## src/rtl/fpu_pkg.sv

```systemverilog
// Shared FPU types and helpers: guard/round/sticky bundle and a sticky-aware right shift.
package fpu_pkg;

    localparam int unsigned FPU_GRS_W     = 3;
    // Widest vector shr_sticky can handle; callers zero-extend into it.
    localparam int unsigned FPU_SHR_MAX_W = 64;

    typedef struct packed {
        logic guard;
        logic round;
        logic sticky;
    } grs_t;

    typedef struct packed {
        logic [FPU_SHR_MAX_W-1:0] vec;
        logic                     sticky;
    } shr_res_t;

    // Logical right shift; sticky is the OR of every bit pushed out below bit 0.
    function automatic shr_res_t shr_sticky(input logic [FPU_SHR_MAX_W-1:0] vec,
                                            input int unsigned              amt);
        shr_res_t res;
        res.vec    = (amt >= FPU_SHR_MAX_W) ? '0 : (vec >> amt);
        res.sticky = 1'b0;
        for (int unsigned i = 0; i < FPU_SHR_MAX_W; i++) begin
            if (i < amt) begin
                res.sticky = res.sticky | vec[i];
            end
        end
        return res;
    endfunction

endpackage

```

## src/rtl/fpu_shr_sticky_stage.sv

```systemverilog
// Combinational right shift of a W-bit vector with a sticky output for the bits shifted out.
module fpu_shr_sticky_stage
    import fpu_pkg::*;
#(
    parameter int unsigned W     = 34,
    parameter int unsigned AMT_W = 6
) (
    input  logic [W-1:0]     vec_i,
    input  logic [AMT_W-1:0] amt_i,
    output logic [W-1:0]     vec_o,
    output logic             sticky_o
);

    logic [FPU_SHR_MAX_W-1:0] vec_ext;
    shr_res_t                 res;
    logic                     unused_hi;

    always_comb begin
        vec_ext        = '0;
        vec_ext[W-1:0] = vec_i;
        res            = shr_sticky(vec_ext, 32'(amt_i));
    end

    assign vec_o    = res.vec[W-1:0];
    assign sticky_o = res.sticky;
    // Upper bits are always zero since the input was zero-extended.
    assign unused_hi = ^res.vec[FPU_SHR_MAX_W-1:W];

endmodule

```

## src/rtl/fpu_denorm_shift.sv

```systemverilog
// Two-stage alignment/denormalization shifter producing mantissa plus guard/round/sticky.
module fpu_denorm_shift
    import fpu_pkg::*;
#(
    parameter int unsigned LEN     = 32,
    parameter int unsigned SHAMT_W = 6,
    parameter int unsigned FINE_W  = 3,
    parameter int unsigned TAG_W   = 4
) (
    input  logic               clk_i,
    input  logic               rst_i,
    input  logic               flush_i,
    input  logic               in_valid_i,
    output logic               in_ready_o,
    input  logic [LEN-1:0]     mant_i,
    input  logic [SHAMT_W-1:0] shamt_i,
    input  logic [TAG_W-1:0]   tag_i,
    output logic               out_valid_o,
    input  logic               out_ready_i,
    output logic [LEN-1:0]     mant_o,
    output logic               guard_o,
    output logic               round_o,
    output logic               sticky_o,
    output logic [TAG_W-1:0]   tag_o
);

    localparam int unsigned W = LEN + 2;

    logic [W-1:0]       x;
    logic [SHAMT_W-1:0] coarse_amt;
    logic [W-1:0]       coarse_vec, fine_vec;
    logic               coarse_sticky, fine_sticky;

    logic               s1_valid_q, s1_valid_d;
    logic [W-1:0]       s1_vec_q, s1_vec_d;
    logic               s1_sticky_q, s1_sticky_d;
    logic [FINE_W-1:0]  s1_fine_q, s1_fine_d;
    logic [TAG_W-1:0]   s1_tag_q, s1_tag_d;

    logic               s2_valid_q, s2_valid_d;
    logic [LEN-1:0]     s2_mant_q, s2_mant_d;
    grs_t               s2_grs_q, s2_grs_d;
    logic [TAG_W-1:0]   s2_tag_q, s2_tag_d;

    logic               s1_ready, s2_ready, s1_load, s2_load;

    assign x          = {mant_i, 2'b00};
    assign coarse_amt = {shamt_i[SHAMT_W-1:FINE_W], {FINE_W{1'b0}}};

    fpu_shr_sticky_stage #(
        .W     (W),
        .AMT_W (SHAMT_W)
    ) u_coarse (
        .vec_i    (x),
        .amt_i    (coarse_amt),
        .vec_o    (coarse_vec),
        .sticky_o (coarse_sticky)
    );

    fpu_shr_sticky_stage #(
        .W     (W),
        .AMT_W (FINE_W)
    ) u_fine (
        .vec_i    (s1_vec_q),
        .amt_i    (s1_fine_q),
        .vec_o    (fine_vec),
        .sticky_o (fine_sticky)
    );

    always_comb begin
        s2_ready = ~s2_valid_q | out_ready_i;
        s1_ready = ~s1_valid_q | s2_ready;
        s1_load  = in_valid_i & s1_ready;
        s2_load  = s1_valid_q & s2_ready;

        s1_valid_d = s1_ready ? in_valid_i : s1_valid_q;
        s2_valid_d = s2_ready ? s1_valid_q : s2_valid_q;
        // Flush only kills valids; data registers may load but are never presented.
        if (flush_i) begin
            s1_valid_d = 1'b0;
            s2_valid_d = 1'b0;
        end

        s1_vec_d    = s1_load ? coarse_vec : s1_vec_q;
        s1_sticky_d = s1_load ? coarse_sticky : s1_sticky_q;
        s1_fine_d   = s1_load ? shamt_i[FINE_W-1:0] : s1_fine_q;
        s1_tag_d    = s1_load ? tag_i : s1_tag_q;

        s2_mant_d = s2_mant_q;
        s2_grs_d  = s2_grs_q;
        s2_tag_d  = s2_tag_q;
        if (s2_load) begin
            s2_mant_d       = fine_vec[W-1:2];
            s2_grs_d.guard  = fine_vec[1];
            s2_grs_d.round  = fine_vec[0];
            s2_grs_d.sticky = s1_sticky_q | fine_sticky;
            s2_tag_d        = s1_tag_q;
        end
    end

    always_ff @(posedge clk_i) begin
        if (rst_i) begin
            s1_valid_q  <= 1'b0;
            s1_vec_q    <= '0;
            s1_sticky_q <= 1'b0;
            s1_fine_q   <= '0;
            s1_tag_q    <= '0;
            s2_valid_q  <= 1'b0;
            s2_mant_q   <= '0;
            s2_grs_q    <= '0;
            s2_tag_q    <= '0;
        end else begin
            s1_valid_q  <= s1_valid_d;
            s1_vec_q    <= s1_vec_d;
            s1_sticky_q <= s1_sticky_d;
            s1_fine_q   <= s1_fine_d;
            s1_tag_q    <= s1_tag_d;
            s2_valid_q  <= s2_valid_d;
            s2_mant_q   <= s2_mant_d;
            s2_grs_q    <= s2_grs_d;
            s2_tag_q    <= s2_tag_d;
        end
    end

    assign in_ready_o  = s1_ready;
    assign out_valid_o = s2_valid_q;
    assign mant_o      = s2_mant_q;
    assign guard_o     = s2_grs_q.guard;
    assign round_o     = s2_grs_q.round;
    assign sticky_o    = s2_grs_q.sticky;
    assign tag_o       = s2_tag_q;

endmodule

```

## config.mk

```make
export PLATFORM = sky130hd
export DESIGN_NAME = fpu_denorm_shift
export DESIGN_NICKNAME = d
export VERILOG_FILES = /design/src/rtl/fpu_pkg.sv /design/src/rtl/fpu_shr_sticky_stage.sv /design/src/rtl/fpu_denorm_shift.sv
export SDC_FILE = /design/constraint.sdc
export NUM_CORES = 1
export LEC_CHECK = 0
export ABC_CLOCK_PERIOD_IN_PS = 1800
export BUFFER_PORTS_ARGS = -buffer_cell sky130_fd_sc_hd__buf_2
export CAP_MARGIN = 20
export CORE_ASPECT_RATIO = 0.7
export CORE_MARGIN = 1.5
export CORE_UTILIZATION = 55
export CTS_BUF_LIST = sky130_fd_sc_hd__clkbuf_16
export DETAILED_ROUTE_END_ITERATION = 12
export PLACE_DENSITY = 0.82
export SYNTH_ARGS = -nofsm -noshare
export SYNTH_HDL_FRONTEND = slang
export SYNTH_SLANG_ARGS = --single-unit
```

## constraint.sdc

```tcl
create_clock -name clk_i -period 1.8 [get_ports clk_i]
set_input_delay 0.09 -clock clk_i [delete_from_list [all_inputs] [get_ports clk_i]]
set_output_delay 0.09 -clock clk_i [all_outputs]
set_load 0.01 [all_outputs]
```

# Word level (Yosys, flattened, before mapping)

Cells that the tools add are included.

Input bits: 47
Output and inout port bits: 41
Logic and storage cells: 136
Register bits after elaboration: 83

Muxes and demuxes: 39
Order comparisons: 39
Reductions and logical operators: 1
Shift operators: 2
Bitwise gates (word level): 44

Operator list:

| operator             | count |
|---|---|
| $lt A5 B6 Y1 const A | 16 |
| $lt A4 B6 Y1 const A | 8 |
| $or A1 B1 Y1         | 40 |
| $mux W1              | 39 |
| $shr A34 B3 Y34      | 1 |
| $shr A34 B6 Y34      | 1 |
| $lt A3 B6 Y1 const A | 4 |
| $lt A2 B6 Y1 const A | 2 |
| $lt A6 B6 Y1 const A | 2 |
| $lt A3 B3 Y1 const A | 3 |
| $lt A1 B3 Y1 const A | 2 |
| $lt A2 B3 Y1 const A | 2 |
| $and A1 B1 Y1        | 2 |
| $not A1 Y1           | 2 |
| $reduce_or A2 Y1     | 1 |

# Depth between registers and ports, before layout

Word-level depth: 64
Gate-level depth with buffers: 6
Depth with buffers taken out: 5

# Hierarchy

Synthesis repeated with hierarchy kept, for this count alone.

Cell total of the unflattened synthesis: 855
Area, all modules: 7265.7 um2

By module, submodules not included:

| module                           | area an instance (um2) | instances | seq. area each (um2) | cells each |
|---|---|---|---|---|
| fpu_denorm_shift                 | 3528.4                 | 1         | 1661.6               | 371 |
| fpu_shr_sticky_stage at u_coarse | 2388.5                 | 1         | 0.0                  | 322 |
| fpu_shr_sticky_stage at u_fine   | 1348.8                 | 1         | 0.0                  | 162 |

# Worst setup path after synthesis

OpenSTA, ideal clock, no wires.

Kind: reg-to-reg
Start: register s1_fine_q[0]
End: register s2_mant_q[1], in the netlist mant_o[1]
Clock period less this slack: 1.480 ns
Path slack: 0.320 ns
Stages on the path, launching flop included: 5
Buffers on the path: 1
Data required time: 1.662 ns
Setup time: 0.138 ns
Arrival time: 1.342 ns
Cells stage by stage: dfxtp_1 > buf_6 > mux4_1 > mux2i_1 > a211oi_1

Longest elaborated chain between the ends: 1

RTL lines:

| item                     | RTL line                | RTL |
|---|---|---|
| start: declaration       | fpu_denorm_shift.sv:37  | `logic [FINE_W-1:0] s1_fine_q, s1_fine_d;` |
| start signal: assignment | fpu_denorm_shift.sv:116 | `s1_fine_q <= s1_fine_d;` |
| $shr A34 B3 Y34          | fpu_pkg.sv:23           | `res.vec = (amt >= FPU_SHR_MAX_W) ? '0 : (vec >> amt);` |
| end signal: assignment   | fpu_denorm_shift.sv:119 | `s2_mant_q <= s2_mant_d;` |
| end: declaration         | fpu_denorm_shift.sv:41  | `logic [LEN-1:0] s2_mant_q, s2_mant_d;` |

No other way between the ends.
A chain may end at the register's enable or synchronous reset.

# Worst setup path in the final report

Start: register s1_fine_q[0]
End: register s2_grs_q (netlist bit round_o)

Longest elaborated chain between the ends: 1

RTL lines:

| item                   | RTL line                | RTL |
|---|---|---|
| $shr A34 B3 Y34        | fpu_pkg.sv:23           |  |
| end signal: assignment | fpu_denorm_shift.sv:120 | `s2_grs_q <= s2_grs_d;` |
| end: declaration       | fpu_denorm_shift.sv:42  | `grs_t s2_grs_q, s2_grs_d;` |

No other way between the ends.

==> run_results.csv <==
group,metric,value,unit
detailed_routing,drc,0,
synth,yosys.area.top_type,"dfxtp_1",
layout,final_area,5620,sq um
sta,fin_ws,0.0806,ns
worst_setup_path,path_max_fanout,20,
layout,layout-drive-gt1-share,0.219,
die,die-area,9220,sq um
layout,antenna_cells,0,
clocking,numCtsBuffers,9,
synth,synth_warnings,0,
hold_path,hp-start,"shamt_i[0]",
worst_setup_path,r2r-start,"s1_fine_q[0]$_SDFFE_PP0P_",
pwr,p_seq_frac,0.438,
synth,synthesis.area,4750,sq um
clocking,clk_root_buffer_cell,"clkbuf_16",
detailed_routing,ant_nets,0,
synth,ys.flop_type,"dfxtp_1",
sta,hold_viol,0,
pwr,p_comb_frac,0.154,
synth,synth.top_cell.area_share,0.350,
place,place_inst,660,
worst_setup_path,critPathMaxStageDelay,0.64,ns
clocking,post_cts_buffers,0,
global_routing,gr-total-overflow,0,
sta,min_period,1.72,ns
worst_setup_path,worstSetupPathType,"reg -> reg",
worst_setup_path,crit_chain,"buf_12, mux4_1, mux2i_1, a211oi_1",
detailed_routing,viasPerCell,6.33,
detailed_routing,drt_wl_total,13000,um
sta,totalNegativeSetupSlack,0,ns
place,hpwl,8690,um
place,gp_congestion,0.918,
hold_path,min_path_cells,3,
hold_path,hold_end,"s1_fine_q[0]$_SDFFE_PP0P_",
clocking,htreeDepth,3,
sta,rsz0062_at_grt,"no",
pwr,p_per_area,803,nW/um^2
pwr,power_leakage,2.29,nW
worst_setup_path,r2r_cells,4,
global_routing,grt_pass1_wl,20100,um
layout,final_net_count,621,
pwr,peakVddDrop,0.000483,V
synth,ys_seq_elements,83,
clocking,clock_path_buffers,2,
detailed_routing,num_vias,4332,
die,start_util,0.565,
hold_path,min_path_type,"in -> reg",
synth,synth_edf_count,0,
detailed_routing,drt_iter0_drc,449,
pwr,swShare,0.271,
worst_setup_path,critPathRequiredTime,2.02,ns
worst_setup_path,startpoint_type,"flip-flop",
detailed_routing,avgRoutedWirePerCell,19.0,um
sta,worst_pin_slew,0.654,ns
pwr,p_switching,0.00122,W
synth,yosysMostFrequentCell,"dfxtp_1",
clocking,clkTransAtPathRegs,0.06,ns
synth,synth_cell_types,36,
layout,nFillCells,647,
worst_setup_path,r2r_end,"round_o$_SDFFE_PP0P_",
synth,synth_fp_nets,548,
die,die_w,114,um
global_routing,grt_pass1_vias,3828,
clocking,worst_skew_pair.late_latency,0.34,ns
outcome,status,"completed",
clocking,cts_sinks,83,
place,placed_area,5220,sq um
die,placementRows,28,
synth,ys_seq_area_frac,0.350,
pwr,p_int,0.00329,W
worst_setup_path,path_buf_inv,1,
sta,relSlewSlack,0.564,
detailed_routing,first_pass_iters,5,
global_routing,grt_max_degree,84,
sta,slew_viol_final,0,
sta,final.period_utilization,0.955,
place,dp_slack,0.0582,ns
die,core_area,8410,sq um
sta,setup-violations-final,0,
global_routing,grt_usage,0.283,
run,maxCapViolCount,0,
synth,async_flop_share,0,
die,die_y,80.8,um
layout,utilization,0.668,
die,ioPinCount,88,
worst_setup_path,crit_family,"multiplexers",
worst_setup_path,crit_slowest_cell,"mux4_1",
global_routing,antenna_found_initial,0,
pwr,p_clk_frac,0.408,
sta,clock.fmax,582,MHz
clocking,cts_tree,"done",
layout,stdcell_count,684,
synth,ys_top_cells_by_area,"dfxtp_1, mux4_1, mux2i_1, nor2_1, a211oi_1",
synth,synth_top_cells_by_count,"dfxtp_1, nor2_1, nand2_1",
synth,avgSynthCellArea,9.49,sq um
worst_setup_path,crit_arrival,1.93,ns
sta,skew,0.00565,ns
worst_setup_path,cp-end-kind,"flip-flop",
layout,area_delta_synth_final,18.2,%
synth,syn_inst,501,
worst_setup_path,regToRegSetupSlack,0.08,ns
place,portBuffers,87,
## placed cells by master (no fill, tap or decap), drive strengths merged, types with 3 or more instances in the layout
cell type      n
dlygate4sd3    7
a211oi        31
buf          101
a22oi         13
nor2          73
mux4          30
nor3          18
a32oi          8
o21ai          9
nor4           9
o22ai          3
a21oi         34
a211o          8
nand3          6
dfxtp         83
clkbuf        10
nand2b         3
nand2         50
clkinv         6
nor2b         12
mux2i         46
## metrics by stage
stage / hold WS, ns / power, W
4_1_cts: 0.0180 / 0.00450
3_5_place_dp: 0.282 / 0.00267
5_1_grt: 0.00930 / 0.00467
6_report: 0.0139 / 0.00451
3_3_place_gp: 0.271 / 0.00265
2_1_floorplan: 0.169 / 0.00245
## logic make-up after synthesis
family	count (synthesis)	share of synthesized area
AND/OR/NAND/NOR	177	0.165
AO/OA/AOI/OAI	114	0.161
flip-flops	83	0.350
multiplexers	78	0.267
buffers and inverters	49	0.0579
## registers in the layout, summed over array words and instances, names as in the netlist
| name | cells |
|---|---|
| s1_valid_q | 1 |
| s1_sticky_q | 1 |
| sticky_o | 1 |
| mant_o | 32 |
| s1_vec_q | 34 |
| out_valid_o | 1 |
| s1_fine_q | 3 |
| guard_o | 1 |
| tag_o | 4 |
| round_o | 1 |
| s1_tag_q | 4 |
## power by group through the flow
stage               Clock, W  Sequential, W  Combinational (W)
floorplan                  0        0.00201           0.000441
global placement           0        0.00201           0.000645
detailed placement         0        0.00201           0.000657
CTS                  0.00185        0.00197           0.000674
global route         0.00193        0.00198           0.000750
finish               0.00184        0.00198           0.000693
## repair_timing
action / CTS / global route
hold buffers: 7 / 0
endpoints found under the setup margin: 0 / 3
gates resized for setup: 0 / 3
endpoints found under the hold margin: 8 / 0
## worst reg2reg max path, stage by stage (launching register included)
cell and delay (ns):
dfxtp_2 0.39, buf_12 0.19, mux4_1 0.65, mux2i_1 0.25
a211oi_1 0.11
## worst max-delay path by stage
stage,start,cells past startpoint,to
5_1_grt,s1_fine_q[0]$_SDFFE_PP0P_,4,round_o$_SDFFE_PP0P_
3_5_place_dp,s1_fine_q[0]$_SDFFE_PP0P_,4,guard_o$_SDFFE_PP0P_
4_1_cts,s1_fine_q[0]$_SDFFE_PP0P_,4,guard_o$_SDFFE_PP0P_
2_1_floorplan,s1_fine_q[0]$_SDFFE_PP0P_,4,mant_o[1]$_SDFFE_PP0P_
3_3_place_gp,s1_fine_q[0]$_SDFFE_PP0P_,4,round_o$_SDFFE_PP0P_
6_report,s1_fine_q[0]$_SDFFE_PP0P_,4,round_o$_SDFFE_PP0P_
## metal layers
metal	vias up	global-route usage	wire length, um
met1	2062	0.423	6180
met4	0	0.0775	189
met3	20	0.0694	1030
met5	-	0	0
met2	213	0.409	5620
li1	2037	-	-
## area by class of cell
class | count | area (sq um) | share of cell area
sequential | 83 | 1660 | 0.296
clock buffer | 9 | 225 | 0.0401
clock inverter | 7 | 68.8 | 0.0122
multi-input combinational | 369 | 2830 | 0.503
timing repair buffer | 109 | 698 | 0.124
tap | 105 | 131 | 0.0234
inverter | 2 | 7.51 | 0.00134
No activity file was read; power rests on OpenSTA's default activity.
